File: config.mk
export PLATFORM = sky130hd
export DESIGN_NAME = button_repeat_ctrl_flat
export DESIGN_NICKNAME = d
export VERILOG_FILES = /design/src/rtl/button_repeat_ctrl_pkg.sv /design/src/rtl/button_repeat_ctrl_if.sv /design/src/rtl/button_repeat_ctrl_repeat_timer.sv /design/src/rtl/button_repeat_ctrl.sv /design/src/flat_wrapper.sv
export SDC_FILE = /design/constraint.sdc
export NUM_CORES = 1
export LEC_CHECK = 0
export BUFFER_PORTS_ARGS = -buffer_cell sky130_fd_sc_hd__buf_4
export CORE_UTILIZATION = 55
export DETAILED_ROUTE_END_ITERATION = 6
export PLACE_DENSITY = 0.75
export SLEW_MARGIN = 5
export SYNTH_ARGS = -nofsm -noshare
export SYNTH_HDL_FRONTEND = slang
export SYNTH_HIERARCHICAL = 1
export SYNTH_SLANG_ARGS = --single-unit
File: constraint.sdc
create_clock -name i_Clk -period 2.3 [get_ports i_Clk]
set_input_delay 0.23 -clock i_Clk [delete_from_list [all_inputs] [get_ports i_Clk]]
set_output_delay 0.23 -clock i_Clk [all_outputs]
set_load 0.1 [all_outputs]
File: src/rtl/button_repeat_ctrl_pkg.sv
// Package for button_repeat_ctrl: FSM state codes, owner codes, 25 MHz timing defaults
// and a saturating helper for timer load values.
package button_ctrl_pkg;

   typedef enum logic [1:0] {
      ST_IDLE    = 2'd0,
      ST_DELAY   = 2'd1,
      ST_REPEAT  = 2'd2,
      ST_LOCKOUT = 2'd3
   } state_e;

   typedef enum logic [1:0] {
      OWN_NONE = 2'b00,
      OWN_INC  = 2'b01,
      OWN_DEC  = 2'b10
   } owner_e;

   // Defaults for the 25 MHz Go Board clock.
   localparam int unsigned DEF_REPEAT_DELAY  = 12_500_000;  // 500 ms
   localparam int unsigned DEF_REPEAT_PERIOD = 2_500_000;   // 100 ms
   localparam int unsigned DEF_ACCEL_COUNT   = 8;

   function automatic int unsigned max_u(input int unsigned a, input int unsigned b);
      return (a > b) ? a : b;
   endfunction

   // Clamp a load value to what a WIDTH-bit timer can hold, so loads never wrap.
   function automatic int unsigned sat_load(input int unsigned val, input int unsigned width);
      longint unsigned lim;
      lim = (64'd1 << width) - 64'd1;
      return (64'(val) > lim) ? int'(lim) : val;
   endfunction

endpackage

File: src/rtl/button_repeat_ctrl_if.sv
// Switch-level inputs and command outputs of button_repeat_ctrl.
// master: the side driving switch levels and consuming commands; slave: the controller.
interface button_repeat_ctrl_if;

   logic       i_Inc_Level;
   logic       i_Dec_Level;
   logic       o_Inc_Pulse;
   logic       o_Dec_Pulse;
   logic [1:0] o_Owner;
   logic       o_Repeating;

   modport master (
      output i_Inc_Level, i_Dec_Level,
      input  o_Inc_Pulse, o_Dec_Pulse, o_Owner, o_Repeating
   );

   modport slave (
      input  i_Inc_Level, i_Dec_Level,
      output o_Inc_Pulse, o_Dec_Pulse, o_Owner, o_Repeating
   );

endinterface

File: src/rtl/button_repeat_ctrl_repeat_timer.sv
// repeat_timer: loadable down-counter used for the hold delay and repeat period.
// Load has priority over counting; the count holds at zero once reached.
module repeat_timer #(
   parameter int unsigned WIDTH = 8
) (
   input  logic             i_Clk,
   input  logic             i_Rst,
   input  logic             i_Load,
   input  logic             i_En,
   input  logic [WIDTH-1:0] i_Load_Val,
   output logic             o_Zero
);

   logic [WIDTH-1:0] cnt_q, cnt_d;

   // Next count: load, else decrement while enabled and not yet at zero.
   always_comb begin
      // NOTE: default assignment first so no path through this block infers a latch.
      cnt_d = cnt_q;
      if (i_Load) begin
         cnt_d = i_Load_Val;
      end else if (i_En && (cnt_q != '0)) begin
         cnt_d = cnt_q - WIDTH'(1);
      end
   end

   // Count register, cleared by reset.
   always_ff @(posedge i_Clk or posedge i_Rst) begin
      // NOTE: non-blocking assignments for state so every flop samples pre-edge values.
      if (i_Rst) cnt_q <= '0;
      else       cnt_q <= cnt_d;
   end

   // Zero flag straight off the register.
   always_comb begin
      o_Zero = (cnt_q == '0);
   end

endmodule

File: src/rtl/button_repeat_ctrl.sv
// button_repeat_ctrl: turns debounced inc/dec switch levels into one-cycle counter
// commands with inc-wins arbitration, press-and-hold delay, and auto-repeat.
// Optional feature macro: BUTTON_REPEAT_ACCEL_EN (faster repeat after ACCEL_COUNT repeats).
module button_repeat_ctrl
   import button_ctrl_pkg::*;
#(
   parameter int unsigned REPEAT_DELAY  = DEF_REPEAT_DELAY,
   parameter int unsigned REPEAT_PERIOD = DEF_REPEAT_PERIOD,
   parameter int unsigned ACCEL_COUNT   = DEF_ACCEL_COUNT
) (
   input  logic                 i_Clk,
   input  logic                 i_Rst,
   button_repeat_ctrl_if.slave  bus
);

   // Reject parameter values the timing scheme cannot honour.
   if (REPEAT_DELAY < 2) begin : g_bad_delay
      $error("button_repeat_ctrl: REPEAT_DELAY must be >= 2");
   end
   if (REPEAT_PERIOD < 4) begin : g_bad_period
      $error("button_repeat_ctrl: REPEAT_PERIOD must be >= 4");
   end
   if (ACCEL_COUNT < 1) begin : g_bad_accel
      $error("button_repeat_ctrl: ACCEL_COUNT must be >= 1");
   end

   localparam int unsigned TW = $clog2(max_u(REPEAT_DELAY, REPEAT_PERIOD));

   // Timer reload values: loading N-1 gives N cycles between successive pulses.
   localparam logic [TW-1:0] DELAY_LOAD  = TW'(sat_load(REPEAT_DELAY - 1, TW));
   localparam logic [TW-1:0] PERIOD_LOAD = TW'(sat_load(REPEAT_PERIOD - 1, TW));

   state_e          state_q, state_d;
   owner_e          owner_q, owner_d;
   logic            inc_pulse_q, inc_pulse_d;
   logic            dec_pulse_q, dec_pulse_d;
   logic            inc_prev_q, inc_prev_d;
   logic            dec_prev_q, dec_prev_d;

   logic            inc_edge, dec_edge;
   logic            owner_lvl, other_lvl;
   logic            fire, drop;
   logic            tmr_load, tmr_en, tmr_zero;
   logic [TW-1:0]   tmr_load_val, rep_load_val;

   repeat_timer #(.WIDTH(TW)) u_timer (
      .i_Clk      (i_Clk),
      .i_Rst      (i_Rst),
      .i_Load     (tmr_load),
      .i_En       (tmr_en),
      .i_Load_Val (tmr_load_val),
      .o_Zero     (tmr_zero)
   );

`ifdef BUTTON_REPEAT_ACCEL_EN
   localparam int unsigned   ACW       = $clog2(ACCEL_COUNT + 1);
   localparam logic [TW-1:0] FAST_LOAD = TW'(sat_load((REPEAT_PERIOD / 4) - 1, TW));

   logic [ACW-1:0] accel_cnt_q, accel_cnt_d, accel_cnt_inc;

   // Repeat reload: the pulse that brings the hold count to ACCEL_COUNT switches to the fast period.
   always_comb begin
      accel_cnt_inc = (accel_cnt_q >= ACW'(ACCEL_COUNT)) ? accel_cnt_q : accel_cnt_q + ACW'(1);
      rep_load_val  = (accel_cnt_inc >= ACW'(ACCEL_COUNT)) ? FAST_LOAD : PERIOD_LOAD;
      accel_cnt_d   = accel_cnt_q;
      if (drop || (state_q == ST_IDLE)) accel_cnt_d = '0;
      else if (fire)                    accel_cnt_d = accel_cnt_inc;
   end

   // Repeat-pulse count for the current hold.
   always_ff @(posedge i_Clk or posedge i_Rst) begin
      if (i_Rst) accel_cnt_q <= '0;
      else       accel_cnt_q <= accel_cnt_d;
   end
`else
   // Fixed repeat period.
   always_comb begin
      rep_load_val = PERIOD_LOAD;
   end
`endif

   // Edge detect and owner/non-owner level selection.
   always_comb begin
      inc_edge  = bus.i_Inc_Level & ~inc_prev_q;
      dec_edge  = bus.i_Dec_Level & ~dec_prev_q;
      owner_lvl = (owner_q == OWN_INC) ? bus.i_Inc_Level : bus.i_Dec_Level;
      other_lvl = (owner_q == OWN_INC) ? bus.i_Dec_Level : bus.i_Inc_Level;
      tmr_en    = ((state_q == ST_DELAY) || (state_q == ST_REPEAT)) && owner_lvl;
   end

   // State register: FSM state, owner, registered pulses, previous switch levels.
   always_ff @(posedge i_Clk or posedge i_Rst) begin
      if (i_Rst) begin
         state_q     <= ST_IDLE;
         owner_q     <= OWN_NONE;
         inc_pulse_q <= 1'b0;
         dec_pulse_q <= 1'b0;
         // Held-through-reset switches must be released before they count as a press.
         inc_prev_q  <= 1'b1;
         dec_prev_q  <= 1'b1;
      end else begin
         state_q     <= state_d;
         owner_q     <= owner_d;
         inc_pulse_q <= inc_pulse_d;
         dec_pulse_q <= dec_pulse_d;
         inc_prev_q  <= inc_prev_d;
         dec_prev_q  <= dec_prev_d;
      end
   end

   // Next state: arbitration in IDLE, delay/repeat timing while held, lockout after release.
   always_comb begin
      state_d      = state_q;
      owner_d      = owner_q;
      inc_pulse_d  = 1'b0;
      dec_pulse_d  = 1'b0;
      inc_prev_d   = bus.i_Inc_Level;
      dec_prev_d   = bus.i_Dec_Level;
      fire         = 1'b0;
      drop         = 1'b0;
      tmr_load     = 1'b0;
      tmr_load_val = DELAY_LOAD;

      case (state_q)
         ST_IDLE: begin
            if (inc_edge) begin
               owner_d     = OWN_INC;
               inc_pulse_d = 1'b1;
               tmr_load    = 1'b1;
               state_d     = ST_DELAY;
            end else if (dec_edge) begin
               owner_d     = OWN_DEC;
               dec_pulse_d = 1'b1;
               tmr_load    = 1'b1;
               state_d     = ST_DELAY;
            end
         end
         ST_DELAY, ST_REPEAT: begin
            // Release wins over an expiring timer: no pulse after the owner lets go.
            if (!owner_lvl) begin
               drop = 1'b1;
            end else if (tmr_zero) begin
               fire         = 1'b1;
               tmr_load     = 1'b1;
               tmr_load_val = rep_load_val;
               state_d      = ST_REPEAT;
            end
         end
         ST_LOCKOUT: begin
            if (!bus.i_Inc_Level && !bus.i_Dec_Level) state_d = ST_IDLE;
         end
         default: begin
            state_d = ST_IDLE;
            owner_d = OWN_NONE;
         end
      endcase

      if (fire) begin
         inc_pulse_d = (owner_q == OWN_INC);
         dec_pulse_d = (owner_q == OWN_DEC);
      end

      if (drop) begin
         owner_d = OWN_NONE;
         state_d = other_lvl ? ST_LOCKOUT : ST_IDLE;
      end
   end

   // Outputs: all driven from registers, so reset clears them immediately.
   always_comb begin
      bus.o_Inc_Pulse = inc_pulse_q;
      bus.o_Dec_Pulse = dec_pulse_q;
      bus.o_Owner     = owner_q;
      bus.o_Repeating = (state_q == ST_REPEAT);
   end

endmodule

File: src/flat_wrapper.sv
// flat-port wrapper written by rule: the top's interface ports become plain ports
module button_repeat_ctrl_flat import button_ctrl_pkg::*;
#(
   parameter int unsigned REPEAT_DELAY  = DEF_REPEAT_DELAY,
   parameter int unsigned REPEAT_PERIOD = DEF_REPEAT_PERIOD,
   parameter int unsigned ACCEL_COUNT   = DEF_ACCEL_COUNT
)
  (i_Clk, i_Rst, bus_i_Inc_Level, bus_i_Dec_Level, bus_o_Inc_Pulse, bus_o_Dec_Pulse, bus_o_Owner, bus_o_Repeating);
  button_repeat_ctrl_if bus_i ();
  input  logic i_Clk;
  input  logic i_Rst;
  input wire logic [$bits(bus_i.i_Inc_Level)-1:0] bus_i_Inc_Level;
  input wire logic [$bits(bus_i.i_Dec_Level)-1:0] bus_i_Dec_Level;
  output wire logic [$bits(bus_i.o_Inc_Pulse)-1:0] bus_o_Inc_Pulse;
  output wire logic [$bits(bus_i.o_Dec_Pulse)-1:0] bus_o_Dec_Pulse;
  output wire logic [$bits(bus_i.o_Owner)-1:0] bus_o_Owner;
  output wire logic [$bits(bus_i.o_Repeating)-1:0] bus_o_Repeating;
  assign bus_i.i_Inc_Level = bus_i_Inc_Level;
  assign bus_i.i_Dec_Level = bus_i_Dec_Level;
  assign bus_o_Inc_Pulse = bus_i.o_Inc_Pulse;
  assign bus_o_Dec_Pulse = bus_i.o_Dec_Pulse;
  assign bus_o_Owner = bus_i.o_Owner;
  assign bus_o_Repeating = bus_i.o_Repeating;
  button_repeat_ctrl #(.REPEAT_DELAY(REPEAT_DELAY), .REPEAT_PERIOD(REPEAT_PERIOD), .ACCEL_COUNT(ACCEL_COUNT)) u_core (.i_Clk(i_Clk), .i_Rst(i_Rst), .bus(bus_i));
endmodule
======== After elaboration in Yosys (flattened, before gate mapping) ========
Cells that the tools add are included.
Widths: inputs -> output; s select.
storage, ports and cells
  register bits after elaboration ......... 32
  input bits .............................. 4
  word-level logic and storage cells ...... 69
operators by class
  add/subtract/negate cells ............... 1
  equality and inequality tests ........... 9
  muxes and demuxes ....................... 33
  bitwise logic cells ..................... 4
  reductions and logical operators ........ 15
operators by type and width
  cell                   number
  $mux 24                5
  $logic_not 24->1       1
  $reduce_bool 24->1     1
  $sub 24x1->24 const B  1
  $mux 2                 11
  $mux 1                 15
  $ne 3x1->1 const B     3
  $eq 2x2->1 const B     3
  $pmux 2 s3             1
  $eq 2x1->1 const B     2
  $ne 4x1->1 const B     1
  $reduce_and 4->1       1
  $reduce_bool 2->1      2
  $logic_and 1x1->1      3
  $reduce_bool 3->1      1
  $and 1x1->1            2
  $logic_not 1->1        2
  $logic_not 2->1        1
  $not 1->1              2
  $pmux 1 s2             1
  $reduce_and 2->1       1
  $reduce_or 2->1        1
  $logic_or 1x1->1       1

======== Logic depth before layout (Yosys ltp) ========
Gate-level depths: netlist of the first run.
  depth in word-level cells ............... 6
  mapped depth ............................ 12
  mapped depth without buffers ............ 11

======== Modules after synthesis ========
Netlist of the first run, hierarchy kept.
modules (own cells, without submodules)
  module              instances  cells each  area each (sq um)
  repeat_timer        1          162         1495.2
  button_repeat_ctrl  1          53          524.3

======== Worst setup path before layout of the first run ========
Ideal clock, no wire load.
  path type ............................... flip-flop to flip-flop
  start point ............................. register u_core.owner_q[0] (netlist: u_core/bus.o_Owner[0])
  end point ............................... register u_core.u_timer.cnt_q[9]
  data arrival time ....................... 2892 ps
  setup slack ............................. -717 ps
  cell stages (with the launch flop) ...... 10
  period minus slack after synthesis ...... 3017 ps
  cells stage by stage .................... dfrtp_1 -> nor2b_2 -> mux2i_2 -> nand2_1 -> a31oi_1 -> clkbuf_1 -> inv_1 -> and3_2 -> a21oi_1 -> nand3_1
between the ends
  longest elaborated chain between the ends .. 5
  elaborated cells between the ends (all ways) .. 10
  those cells by class .................... eq/ne (1); mux (6); reduce/logical (3)
ends and longest elaborated chain
  item                                line                                   RTL
  start: declaration                  button_repeat_ctrl.sv:34               owner_e owner_q, owner_d;
  start signal: assignment            button_repeat_ctrl.sv:103              owner_q <= owner_d;
  $eq 2x1->1                          button_repeat_ctrl.sv:86               owner_lvl = (owner_q == OWN_INC) ? bus.i_Inc_Level : bus.i_Dec_Level;
  $mux 1                              button_repeat_ctrl.sv:86
  $logic_and 1x1->1                   button_repeat_ctrl.sv:88               tmr_en = ((state_q == ST_DELAY) || (state_q == ST_REPEAT)) && owner_lvl;
  net u_core.tmr_en                   button_repeat_ctrl.sv:43               logic tmr_load, tmr_en, tmr_zero;
  $logic_and 1x1->1                   button_repeat_ctrl_repeat_timer.sv:22  end else if (i_En && (cnt_q != '0)) begin
  $reduce_bool 2->1 (no source line)  n/a
  end signal: assignment              button_repeat_ctrl_repeat_timer.sv:31  else cnt_q <= cnt_d;
  end: declaration                    button_repeat_ctrl_repeat_timer.sv:14  logic [WIDTH-1:0] cnt_q, cnt_d;
The timed path passes the listed nets, and every way through them passes these cells.
A chain may end at the register's enable or synchronous reset.

======== Final worst setup path of the first run ========
  start point ............................. register u_core.state_q[0]
  end point ............................... register u_core.u_timer.cnt_q[14]
between the ends
  longest elaborated chain between the ends .. 5
  elaborated cells between the ends (all ways) .. 11
  those cells by class .................... eq/ne (2); mux (3); reduce/logical (6)
ends and longest elaborated chain
  item                                      line                                   RTL
  start: declaration                        button_repeat_ctrl.sv:33               state_e state_q, state_d;
  start signal: assignment                  button_repeat_ctrl.sv:102              state_q <= state_d;
  $eq 2x1->1 or $eq 2x2->1 (tied branches)  button_repeat_ctrl.sv:88
  $logic_or 1x1->1 *                        button_repeat_ctrl.sv:88
  $logic_and 1x1->1 *                       button_repeat_ctrl.sv:88
  net u_core.tmr_en                         button_repeat_ctrl.sv:43
  $logic_and 1x1->1 *                       button_repeat_ctrl_repeat_timer.sv:22
  $reduce_bool 2->1 (no source line) *      n/a
Mark *: on every way through the listed nets, which the timed path passes. The rest lies on a longest branch.

==> out/qor_table.md, run 1 <==
| Group | Result | Reported |
|---|---|---|
| routing | Number of violations reported at the end of detailed-routing iteration 0 | 125 |
| logic synthesis | Post-synth cell types | 54 |
| logic synthesis | Area fraction of the dominant cell type after synthesis | 37.2% |
| power | Reported leakage power | 1.01 nW |
| floorplanning | Horiz. Die Dim | 62.6 um |
| clock network | Buffer depth of the longest clock path | 2 |
| setup path | Worst-path maximum fanout | 3 |
| power | Switching Share | 44.8% |
| floorplanning | Die outline height | 62.6 um |
| sta | Final setup skew | 9.47 ps |
| logic synthesis | Leading register cell type out of synthesis | dfrtp_1 |
| setup path | Cell Chain, Critical Path | inv_2 > ha_4 > nand2_1 > mux2i_4 > or4b_4 > nor2_1 > o21ai_1 > or3_1 > a31oi_1 |
| outcome | Run status | complete, no violations |
| setup path | Endpoint kind of the worst setup timing path | flop |
| routing | Routed vias/inst | 5.75 |
| sta | Final hold violation count | 0 |
| clock network | Htree depth | 2 |
| setup path | Worst Path Class, Setup | flop to flop |
| global routing | First-pass GRT wire length | 7960 um |
| sta | Peak clock frequency supported by timing | 447 MHz |
| logic synthesis | Number of warning messages in the yosys log | 6 |
| routing | Antenna viol nets, final | 0 |
| global routing | Global routing usage summed across all routing layers | 26.1% |
| global routing | Largest net degree at the start of global routing | 27 |
| logic synthesis | Gate Count Post-Synth | 215 |
| placed design | Placed insts | 293 |
| power | Total Power | 3.33 mW |
| flow run | Count of max-cap constraint violations | 0 |
| finish | Fraction of final layout cells with drive strength greater than 1 | 27.1% |
| logic synthesis | Library cell occupying the most area in the post-synthesis netlist | dfrtp_1 |
| logic synthesis | Average size of a mapped cell | 9.39 sq um |
| finish | Final cell count without fillers | 304 |
| finish | Area overhead of the layout relative to synthesis | 26.0% |
| setup path | Crit path buf inv count | 1 |
| clock network | Clock Root Buffer | clkbuf_4 |
| sta | Slew margin rel. | 38.0% |
| power | Pwr Density | 1310 nW/um^2 |
| routing | Average detailed-routed wire length per instance | 15.5 um |
| sta | Time the worst path needs with I/O delays and setup | 2240 ps |
| sta | Worst Slack Setup Final | 60.4 ps |
| routing | Drc violations | 0 |
| clock network | Worst-Skew Late Latency | 340 ps |
| logic synthesis | Synthesis-stage register bit count | 32 |
| placed design | Post-placement setup slack | 46.9 ps |
| sta | Total count of max-transition violations in the final report | 0 |
| setup path | Worst reg-to-reg setup slack | 60 ps |
| power | Largest voltage drop on the vdd net | 0.830 mV |
| finish | Count of antenna diodes in the layout | 0 |
| clock network | Count of clock tree sinks | 32 |
| routing | DR pass1 iterations | 5 |
| power | Internal | 1.84 mW |
| setup path | Crit path max-delay family | simple AND/OR/NAND/NOR gates |
| power | Fraction of power consumed by combinational cells | 51.0% |
| global routing | Overall overflow remaining after global route | 0 |
| setup path | Startpoint Class | flop |
| logic synthesis | Cell with the most instances after synthesis | dfrtp_1 |
| logic synthesis | Number of flops mapped to enable cells by yosys | 0 |
| floorplanning | Die Outline Area | 3920 sq um |
| worst hold path | Type of the worst min-delay path | input port to flop |
| sta | Number of failing setup endpoints in the final timing report | 0 |
| placed design | Placer congestion estimate | 0.865 |
| setup path | Required time of the critical path | 2560 ps |
| finish | Core Util, Final | 74.5% |
| sta | Fin crit share | 97.4% |
| global routing | Via count of the first global-routing pass | 1708 |
| clock network | Clock-pin slew on the worst setup and hold paths | 100 ps |
| setup path | Biggest cell delay along the critical path | 500 ps |
| setup path | Worst Path Arrival | 2500 ps |
| clock network | CTS tree | done |
| logic synthesis | Most area-consuming cells after synthesis | dfrtp_1 (37%), nand2_1 (4.6%), ha_1 (4.3%) |
| routing | Routed wire length | 4700 um |
| placed design | Input/output buffers | 8 |
| logic synthesis | Netlist Area Pre-Place | 2020 sq um |
| setup path | Crit path max-delay cell type | or4b_4 |
| sta | Worst slew pin tran | 929 ps |
| logic synthesis | Fraction of the yosys area taken by sequential cells | 39.8% |
| logic synthesis | Most used standard cells in the synthesized netlist | dfrtp_1 (30), nand2_1 (25), o21ai_0 (16), nor2_1 (11), xnor2_1 (10) |
| finish | Nets@finish | 268 |
| global routing | Initial antenna violation count | 0 |
| clock network | TritonCTS buffer count | 5 |
| floorplanning | Core area | 3420 sq um |
| placed design | DP Wirelength | 3350 um |
| power | Portion of total power attributed to sequential cells | 34.3% |
| floorplanning | Initial core utilization | 59.1% |
| floorplanning | Num rows | 21 |
| routing | DR vias | 1747 |
| logic synthesis | Ys async rst share | 100% |
| floorplanning | Number of primary I/O pins | 9 |
| power | P_sw | 1.49 mW |
| power | Clk network pwr share | 14.7% |
## metrics by stage
stage          TNS, ps  instance area, sq um  hold WS, ps
6_report             0                  2540         44.4
5_1_grt           -180                  2540         32.1
4_1_cts              0                  2470         37.7
3_5_place_dp         0                  2370          221
3_3_place_gp         0                  2370          200
2_1_floorplan     -552                  2140         44.2
## routing by layer
metal / routed length (um) / track usage, % / up-vias
li1: - / - / 851
met2: 2320 / 44.3 / 44
met5: 0 / 0 / -
met4: 48 / 5.23 / 0
met3: 222 / 6.02 / 4
met1: 2110 / 34.0 / 848
## state kept, by name, indices dropped and copies added, names as in the netlist
name / flops
u_core/dec_prev_q: 1
u_core/bus.o_Owner: 2
u_core/inc_prev_q: 1
u_core/bus.o_Inc_Pulse: 1
u_core/state_q: 2
u_core/bus.o_Dec_Pulse: 1
u_core/u_timer/cnt_q: 24
## area by class of cell
cell class | count | area, sq um
multi-input cells | 182 | 1330
fillers | 265 | 872
well taps | 46 | 57.6
inverters | 9 | 33.8
flip-flops and latches | 32 | 808
repair buffers | 27 | 218
clock inverters | 1 | 30.0
clock buffers | 7 | 65.1
## kinds of logic (layout without fill, tap and decap cells)
logic type / count (synthesis) / in the layout / synth area share, %
and+or+nand+nor: 89 / 89 / 26.3
AOI/OAI and AO/OA: 48 / 48 / 16.1
DFF: 32 / 32 / 39.8
xor gates and xnor gates: 16 / 16 / 6.94
buffers and inverters: 15 / 44 / 2.85
adders and majority gates: 7 / 7 / 4.34
muxes: 6 / 6 / 3.35
other: 2 / 16 / 0.372
## cell usage in the layout (no fill, tap or decap), types with 2 or more instances in the layout
cell type / netlist / routed
a21oi_1: 4 / 4
a31oi_1: 6 / 5
buf_4: 0 / 25
clkbuf_4: 0 / 5
clkbuf_8: 0 / 2
conb_1: 2 / 16
dfrtp_1: 30 / 28
dfstp_2: 2 / 2
ha_1: 7 / 6
inv_1: 8 / 5
inv_2: 1 / 4
mux2_2: 3 / 3
mux2i_1: 2 / 2
nand2_1: 25 / 24
nand2b_1: 6 / 6
nand3_1: 4 / 3
nand3_2: 1 / 2
nand3b_1: 3 / 3
nor2_1: 11 / 10
nor3_1: 5 / 4
nor4_1: 9 / 7
nor4_2: 2 / 2
nor4_4: 1 / 3
o211ai_1: 3 / 3
o21ai_0: 16 / 14
o21ai_1: 6 / 8
o311ai_0: 2 / 2
or3_1: 5 / 5
or4_1: 3 / 3
xnor2_1: 10 / 10
xor2_1: 6 / 6
## power groups by stage
stage / clock, mW / sequential (mW) / combinational, mW
floorplan: 0 / 1.23 / 1.06
CTS: 0.495 / 1.11 / 1.63
global placement: 0 / 1.10 / 1.55
global route: 0.516 / 1.19 / 1.86
detailed placement: 0 / 1.12 / 1.62
finish: 0.488 / 1.14 / 1.70
## final timing paths
kind	from	to	cells after the start
worst max-delay path	u_core/state_q[0]$_DFFE_PP0P_	u_core/u_timer/cnt_q[14]$_DFFE_PP0P_	9
worst min register to register	u_core/u_timer/cnt_q[15]$_DFFE_PP0P_	u_core/u_timer/cnt_q[15]$_DFFE_PP0P_	2
min in group asynchronous	i_Rst	u_core/bus.o_Inc_Pulse$_DFF_PP0_	3
worst min-delay path	bus_i_Dec_Level	u_core/dec_prev_q$_DFF_PP1_	1
max in group asynchronous	i_Rst	u_core/u_timer/cnt_q[3]$_DFFE_PP0P_	3
worst max register to register	u_core/state_q[0]$_DFFE_PP0P_	u_core/u_timer/cnt_q[14]$_DFFE_PP0P_	9
## timing repair
action / CTS / global route
hold endpoints to repair: 6 / 0
buffers inserted: 0 / 2
hold buffers: 1 / 0
resized for setup: 0 / 11
setup endpoints to repair: 0 / 18
No activity file was read; power rests on OpenSTA's default activity.
==> run 2: changes to the inputs <==
- CORE_MARGIN: unset -> 2
==> out/qor_table.md, run 2 (same netlist as run 1, synthesis figures left out) <==
| Group | Result | Reported | Change |
|---|---|---|---|
| finish | Post-Layout Inst Area | 2560 sq um | +0.59% |
| sta | Time the worst path needs with I/O delays and setup | 2270 ps | +33.9 ps |
| placed design | Placed insts | 296 | +1.0% |
| sta | Setup repair after global routing missed its margin | true |  |
| finish | Flip-flop count of the largest register after layout | 24 | unchanged |
| placed design | Post-DP Area | 2370 sq um | -0.11% |
| sta | Total count of max-transition violations in the final report | 0 | unchanged |
| global routing | Via count of the first global-routing pass | 1598 | -6.4% |
| power | Largest voltage drop on the vdd net | 0.941 mV | +13% |
| power | Internal | 1.84 mW | about the same |
| routing | DR pass1 iterations | 4 | -1 |
| setup path | Startpoint Class | flop |  |
| routing | Number of violations reported at the end of detailed-routing iteration 0 | 128 | +2.4% |
| flow run | Count of max-cap constraint violations | 0 | unchanged |
| outcome | Run status | complete, no violations |  |
| floorplanning | Die Outline Area | 4170 sq um | +6.5% |
| power | Total Power | 3.32 mW | -0.25% |
| sta | Fin crit share | 98.8% | +1.5 points |
| finish | Nets@finish | 273 | +1.9% |
| routing | Routed vias/inst | 5.68 | -1.2% |
| finish | Register name with the most flops | u_core/u_timer/cnt_q |  |
| sta | Worst Slack Setup Final | 26.5 ps | -33.9 ps |
| power | P_sw | 1.49 mW | -0.43% |
| setup path | Required time of the critical path | 2460 ps | -100 ps |
| power | Fraction of power consumed by combinational cells | 52.5% | +1.5 points |
| routing | Highest routed metal layer | met4 |  |
| routing | Sum of routed wire segments on met1 | 2090 um | -0.90% |
| floorplanning | Die outline height | 64.6 um | +3.2% |
| routing | Routed length on met2 | 2160 um | -6.8% |
| setup path | Worst Path Arrival | 2430 ps | -70 ps |
| clock network | Buffer depth of the longest clock path | 2 | unchanged |
| floorplanning | Number of primary I/O pins | 9 | unchanged |
| clock network | Clock-pin slew on the worst setup and hold paths | 70 ps | -30 ps |
| finish | Most common cell after layout, fill and taps aside | buf_4 |  |
| sta | Number of failing setup endpoints in the final timing report | 0 | unchanged |
| routing | Average detailed-routed wire length per instance | 14.2 um | -8.0% |
| finish | Final cell count without fillers | 311 | +2.3% |
| finish | Core Util, Final | 71.0% | -3.5 points |
| power | Reported leakage power | 1.03 nW | +2.2% |
| floorplanning | Num rows | 22 | +4.8% |
| setup path | Worst-path maximum fanout | 4 | +1 |
| sta | Final setup skew | 11.7 ps | +2.23 ps |
| clock network | Worst-Skew Late Latency | 280 ps | -60 ps |
| finish | Count of antenna diodes in the layout | 0 | unchanged |
| finish | Filler cells | 281 | +6.0% |
| routing | Drc violations | 0 | unchanged |
| clock network | Count of clock tree sinks | 32 | unchanged |
| power | Clk network pwr share | 13.3% | -1.4 points |
| clock network | Clock Root Buffer | clkbuf_8 |  |
| finish | Fraction of final layout cells with drive strength greater than 1 | 28.5% | +1.4 points |
| clock network | TritonCTS buffer count | 5 | unchanged |
| clock network | Htree depth | 2 | unchanged |
| routing | Routed wire length | 4420 um | -5.9% |
| routing | Antenna viol nets, final | 0 | unchanged |
| clock network | CTS tree | done |  |
| placed design | Input/output buffers | 8 | unchanged |
| power | Portion of total power attributed to sequential cells | 34.1% | -0.2 points |
| sta | Peak clock frequency supported by timing | 440 MHz | -1.5% |
| power | Switching Share | 44.7% | -0.083 points |
| global routing | Global routing usage summed across all routing layers | 22.5% | -3.7 points |
| placed design | Placer congestion estimate | 0.859 | -0.69% |
| setup path | Endpoint kind of the worst setup timing path | flop |  |
| global routing | Largest net degree at the start of global routing | 25 | -7.4% |
| global routing | First-pass GRT wire length | 7130 um | -10% |
| sta | Worst hold slack across all endpoints | 88.8 ps | +44.5 ps |
| floorplanning | Horiz. Die Dim | 64.6 um | +3.2% |
| global routing | Initial antenna violation count | 0 | unchanged |
| routing | DR vias | 1765 | +1.0% |
| finish | Most frequent cells in the layout | buf_4 (30), dfrtp_1 (28), nand2_1 (22) |  |
| routing | Detail Route met3 WL | 133 um | -40% |
| sta | Final hold violation count | 0 | unchanged |
| worst hold path | Type of the worst min-delay path | input port to flop |  |
| floorplanning | Initial core utilization | 56.0% | -3.1 points |
| finish | Area overhead of the layout relative to synthesis | 26.7% |  |
| placed design | DP Wirelength | 3100 um | -7.4% |
| floorplanning | Core area | 3610 sq um | +5.6% |
| global routing | Overall overflow remaining after global route | 0 | unchanged |
| placed design | Post-placement setup slack | 14.2 ps | -32.7 ps |
| power | Pwr Density | 1300 nW/um^2 | -0.83% |
| sta | Setup total negative slack | 0 ps | unchanged |
| setup path | Worst Path Class, Setup | flop to flop |  |
## run 2: cell count changes in the layout (fill, tap and decap cells not counted), moves of 2 or more
cell      before  now
buf_4         25   30
clkbuf_4       5    0
clkbuf_8       2    6
clkinv_2       0    2
nand2_1       24   22
nand2_2        1    3
## run 2: worst max-delay path, cell delays in order (launching register included)
cell     delay (ps)
dfrtp_1         360
inv_2            60
ha_4            300
nand2_2          70
mux2i_4         180
nor4b_4         260
nand4_1         210
nor4_2          320
xor2_1          110
mux2_4          270
## run 2: power by group through the flow
stage / Clock [mW] / Combinational [mW] / Sequential [mW]
finish: 0.443 / 1.75 / 1.13
global route: 0.478 / 1.90 / 1.16
CTS: 0.454 / 1.60 / 1.12
detailed placement: 0 / 1.59 / 1.13
global placement: 0 / 1.57 / 1.12
floorplan: 0 / 1.06 / 1.23
## run 2: final timing paths
check | startpoint | to | slack, ps | cells past startpoint
worst max-delay path | u_core/state_q[0]$_DFFE_PP0P_ | u_core/u_timer/cnt_q[22]$_DFFE_PP0P_ | 30 | 9
worst min-delay path | bus_i_Dec_Level | u_core/dec_prev_q$_DFF_PP1_ | 90 | 1
worst max register to register | u_core/state_q[0]$_DFFE_PP0P_ | u_core/u_timer/cnt_q[22]$_DFFE_PP0P_ | 30 | 9
worst min register to register | u_core/u_timer/cnt_q[23]$_DFFE_PP0P_ | u_core/u_timer/cnt_q[23]$_DFFE_PP0P_ | 580 | 2
max in group asynchronous | i_Rst | u_core/u_timer/cnt_q[23]$_DFFE_PP0P_ | 1480 | 4
min in group asynchronous | i_Rst | u_core/state_q[0]$_DFFE_PP0P_ | 460 | 3
## run 2: routing by layer
metal  global-route usage, %  vias to the layer above
li1                        -                      863
met2                    35.9                       32
met5                       0                        -
met1                    30.1                      868
met4                    9.04                        0
met3                    4.17                        2
## run 2: area by class of cell
class	instances	area, sq um	share of cell area (%)
clock inverter	2	10.0	0.391
multi-input combinational	182	1320	51.5
tap	48	60.1	2.35
sequential	32	808	31.6
inverter	9	33.8	1.32
timing repair buffer	32	246	9.63
clock buffer	6	82.6	3.23
## run 2: repair_timing
item	CTS	global route
endpoints found under the hold margin	6	0
pin swaps	0	6
setup buffers	0	6
gates resized for setup	1	11
hold buffers	1	0
endpoints found under the setup margin	1	19
==> run 3: changes to the inputs <==
- CTS_BUF_LIST: unset -> sky130_fd_sc_hd__clkbuf_16
- PLACE_DENSITY: 0.75 -> 0.82
==> out/qor_table.md, run 3 (same netlist as run 1, synthesis figures left out) <==
| Group | Result | Reported | Change |
|---|---|---|---|
| power | Fraction of power consumed by combinational cells | 49.4% | -3.1 points |
| power | Reported leakage power | 1.05 nW | +1.3% |
| placed design | DP Wirelength | 3150 um | +1.6% |
| setup path | Worst reg-to-reg setup slack | 20 ps | about the same |
| sta | Number of failing setup endpoints in the final timing report | 0 | unchanged |
| setup path | Biggest cell delay along the critical path | 360 ps | about the same |
| setup path | Worst Path Class, Setup | flop to flop |  |
| setup path | Crit path max-delay cell type | dfrtp_1 |  |
| sta | Final setup skew | 2.13 ps | -9.56 ps |
| floorplanning | Initial core utilization | 56.0% | unchanged |
| setup path | Startpoint Class | flop |  |
| floorplanning | Number of primary I/O pins | 9 | unchanged |
| routing | Routed vias/inst | 5.59 | -1.5% |
| clock network | Clock Root Buffer | clkbuf_16 |  |
| routing | Number of violations reported at the end of detailed-routing iteration 0 | 166 | +30% |
| setup path | Number of cells on the worst reg-to-reg path | 9 | unchanged |
| placed design | Placer congestion estimate | 0.879 | +2.4% |
| floorplanning | Core area | 3610 sq um | unchanged |
| clock network | CTS tree | done |  |
| setup path | Worst Path Arrival | 2440 ps | about the same |
| setup path | Worst-path maximum fanout | 5 | +1 |
| power | Internal | 1.96 mW | +6.7% |
| setup path | Crit. path cell count | 9 | unchanged |
| routing | Antenna viol nets, final | 0 | unchanged |
| setup path | Required time of the critical path | 2460 ps | about the same |
| routing | Average detailed-routed wire length per instance | 14.4 um | +1.5% |
| placed design | Input/output buffers | 8 | unchanged |
| setup path | Endpoint kind of the worst setup timing path | flop |  |
| setup path | Crit path max-delay family | simple AND/OR/NAND/NOR gates |  |
| finish | Most common cell after layout, fill and taps aside | dfrtp_1 |  |
| global routing | Initial antenna violation count | 0 | unchanged |
| finish | Fraction of final layout cells with drive strength greater than 1 | 28.2% | -0.33 points |
| finish | Nets@finish | 270 | -1.1% |
| finish | Register name with the most flops | u_core/u_timer/cnt_q |  |
| global routing | Via count of the first global-routing pass | 1611 | +0.81% |
| finish | Most frequent cells in the layout | dfrtp_1 (28), buf_4 (27), nand2_1 (22) |  |
| clock network | Count of clock tree sinks | 32 | unchanged |
| placed design | Post-placement setup slack | 17.2 ps | +3.00 ps |
| placed design | Post-DP Area | 2370 sq um | +0.32% |
| finish | Area overhead of the layout relative to synthesis | 28.7% |  |
| global routing | Largest net degree at the start of global routing | 24 | -4.0% |
| power | P_sw | 1.50 mW | +1.3% |
| clock network | Htree depth | 2 | unchanged |
| global routing | Global routing usage summed across all routing layers | 23.2% | +0.78 points |
| routing | Routed wire length | 4430 um | +0.16% |
| sta | Worst Slack Setup Final | 16.8 ps | -9.72 ps |
| global routing | Overall overflow remaining after global route | 0 | unchanged |
| sta | Setup total negative slack | 0 ps | unchanged |
| power | Pwr Density | 1330 nW/um^2 | +2.7% |
| routing | DR vias | 1716 | -2.8% |
| sta | Setup repair after global routing missed its margin | true |  |
| sta | Fin crit share | 99.3% | +0.42 points |
| clock network | Worst-Skew Late Latency | 270 ps | about the same |
| floorplanning | Horiz. Die Dim | 64.6 um | unchanged |
| sta | Peak clock frequency supported by timing | 438 MHz | -0.43% |
| power | Portion of total power attributed to sequential cells | 33.2% | -0.9 points |
| floorplanning | Num rows | 22 | unchanged |
| outcome | Run status | complete, no violations |  |
| worst hold path | Type of the worst min-delay path | input port to flop |  |
| global routing | First-pass GRT wire length | 7490 um | +5.1% |
| floorplanning | Die outline height | 64.6 um | unchanged |
| floorplanning | Die Outline Area | 4170 sq um | unchanged |
| setup path | Cell Chain, Critical Path | inv_2 > ha_4 > nand2_4 > mux2i_4 > nor4b_4 > nand4_1 > nor4_2 > xor2_1 > mux2_4 |  |
| routing | DR pass1 iterations | 4 | unchanged |
| sta | Time the worst path needs with I/O delays and setup | 2280 ps | +9.72 ps |
| setup path | Crit path buf inv count | 1 | unchanged |
| finish | Count of antenna diodes in the layout | 0 | unchanged |
| clock network | TritonCTS buffer count | 5 | unchanged |
| finish | Post-Layout Inst Area | 2600 sq um | +1.6% |
| clock network | Buffer depth of the longest clock path | 2 | unchanged |
| power | Largest voltage drop on the vdd net | 1.30 mV | +38% |
| power | Switching Share | 43.4% | -1.3 points |
| flow run | Count of max-cap constraint violations | 0 | unchanged |
| sta | Total count of max-transition violations in the final report | 0 | unchanged |
| power | Clk network pwr share | 17.4% | +4.1 points |
| worst hold path | Hold Path Stages | 1 | unchanged |
| routing | Drc violations | 0 | unchanged |
| sta | Final hold violation count | 0 | unchanged |
| clock network | Clock-pin slew on the worst setup and hold paths | 50 ps | -20 ps |
| finish | Flip-flop count of the largest register after layout | 24 | unchanged |
-- run 3: area by class of cell --
class,instances,area (sq um)
Clock buffer,5,125
Fill cell,255,1010
Timing Repair Buffer,29,224
Inverter,9,33.8
Tap cell,48,60.1
Multi-Input combinational cell,182,1340
Sequential cell,32,808
Clock inverter,2,7.51
-- run 3: worst register-to-register path: stages (launching register included) --
cell and delay [ps]:
dfrtp_1 360, inv_2 70, ha_4 310, nand2_4 60, mux2i_4 170, nor4b_4 270
nand4_1 220, nor4_2 350, xor2_1 110, mux2_4 260
-- run 3: power by group through the flow --
stage	sequential, mW	clock, mW	combinational (mW)
3_3_place_gp	1.12	0	1.54
2_1_floorplan	1.23	0	1.06
3_5_place_dp	1.14	0	1.59
6_report	1.15	0.602	1.71
4_1_cts	1.13	0.614	1.59
5_1_grt	1.19	0.645	1.87
-- run 3: what timing repair did --
item                       CTS  global route
hold endpoints to repair     6             0
gates resized for setup      0            18
hold buffers                 1             0
setup buffers                0             2
setup endpoints to repair    0            18
-- run 3: routing by layer --
metal	vias to the layer above	share of wire, %	GRT usage (%)
li1	855	-	-
met1	825	44	30.8
met2	28	50	37.5
met5	-	0	0
met3	8	3.9	5.73
met4	0	1.7	7.45
-- run 3: final timing paths --
check / startpoint / to
max reg2reg: u_core/state_q[1]$_DFFE_PP0P_ / u_core/u_timer/cnt_q[22]$_DFFE_PP0P_
min: bus_i_Dec_Level / u_core/dec_prev_q$_DFF_PP1_
min reg2reg: u_core/state_q[1]$_DFFE_PP0P_ / u_core/state_q[1]$_DFFE_PP0P_
max in group asynchronous: i_Rst / u_core/u_timer/cnt_q[18]$_DFFE_PP0P_
max: u_core/state_q[1]$_DFFE_PP0P_ / u_core/u_timer/cnt_q[22]$_DFFE_PP0P_
min in group asynchronous: i_Rst / u_core/bus.o_Owner[0]$_DFFE_PP0P_
-- run 3: through the flow --
step	total power, mW	hold slack, ps	utilization (%)	instances
detailed placement	2.72	211	65.8	297
finish	3.46	111	72.1	307
global placement	2.66	201	65.8	297
CTS	3.34	100	69.8	305
global route	3.70	109	72.1	307
floorplan	2.29	44.2	-	229
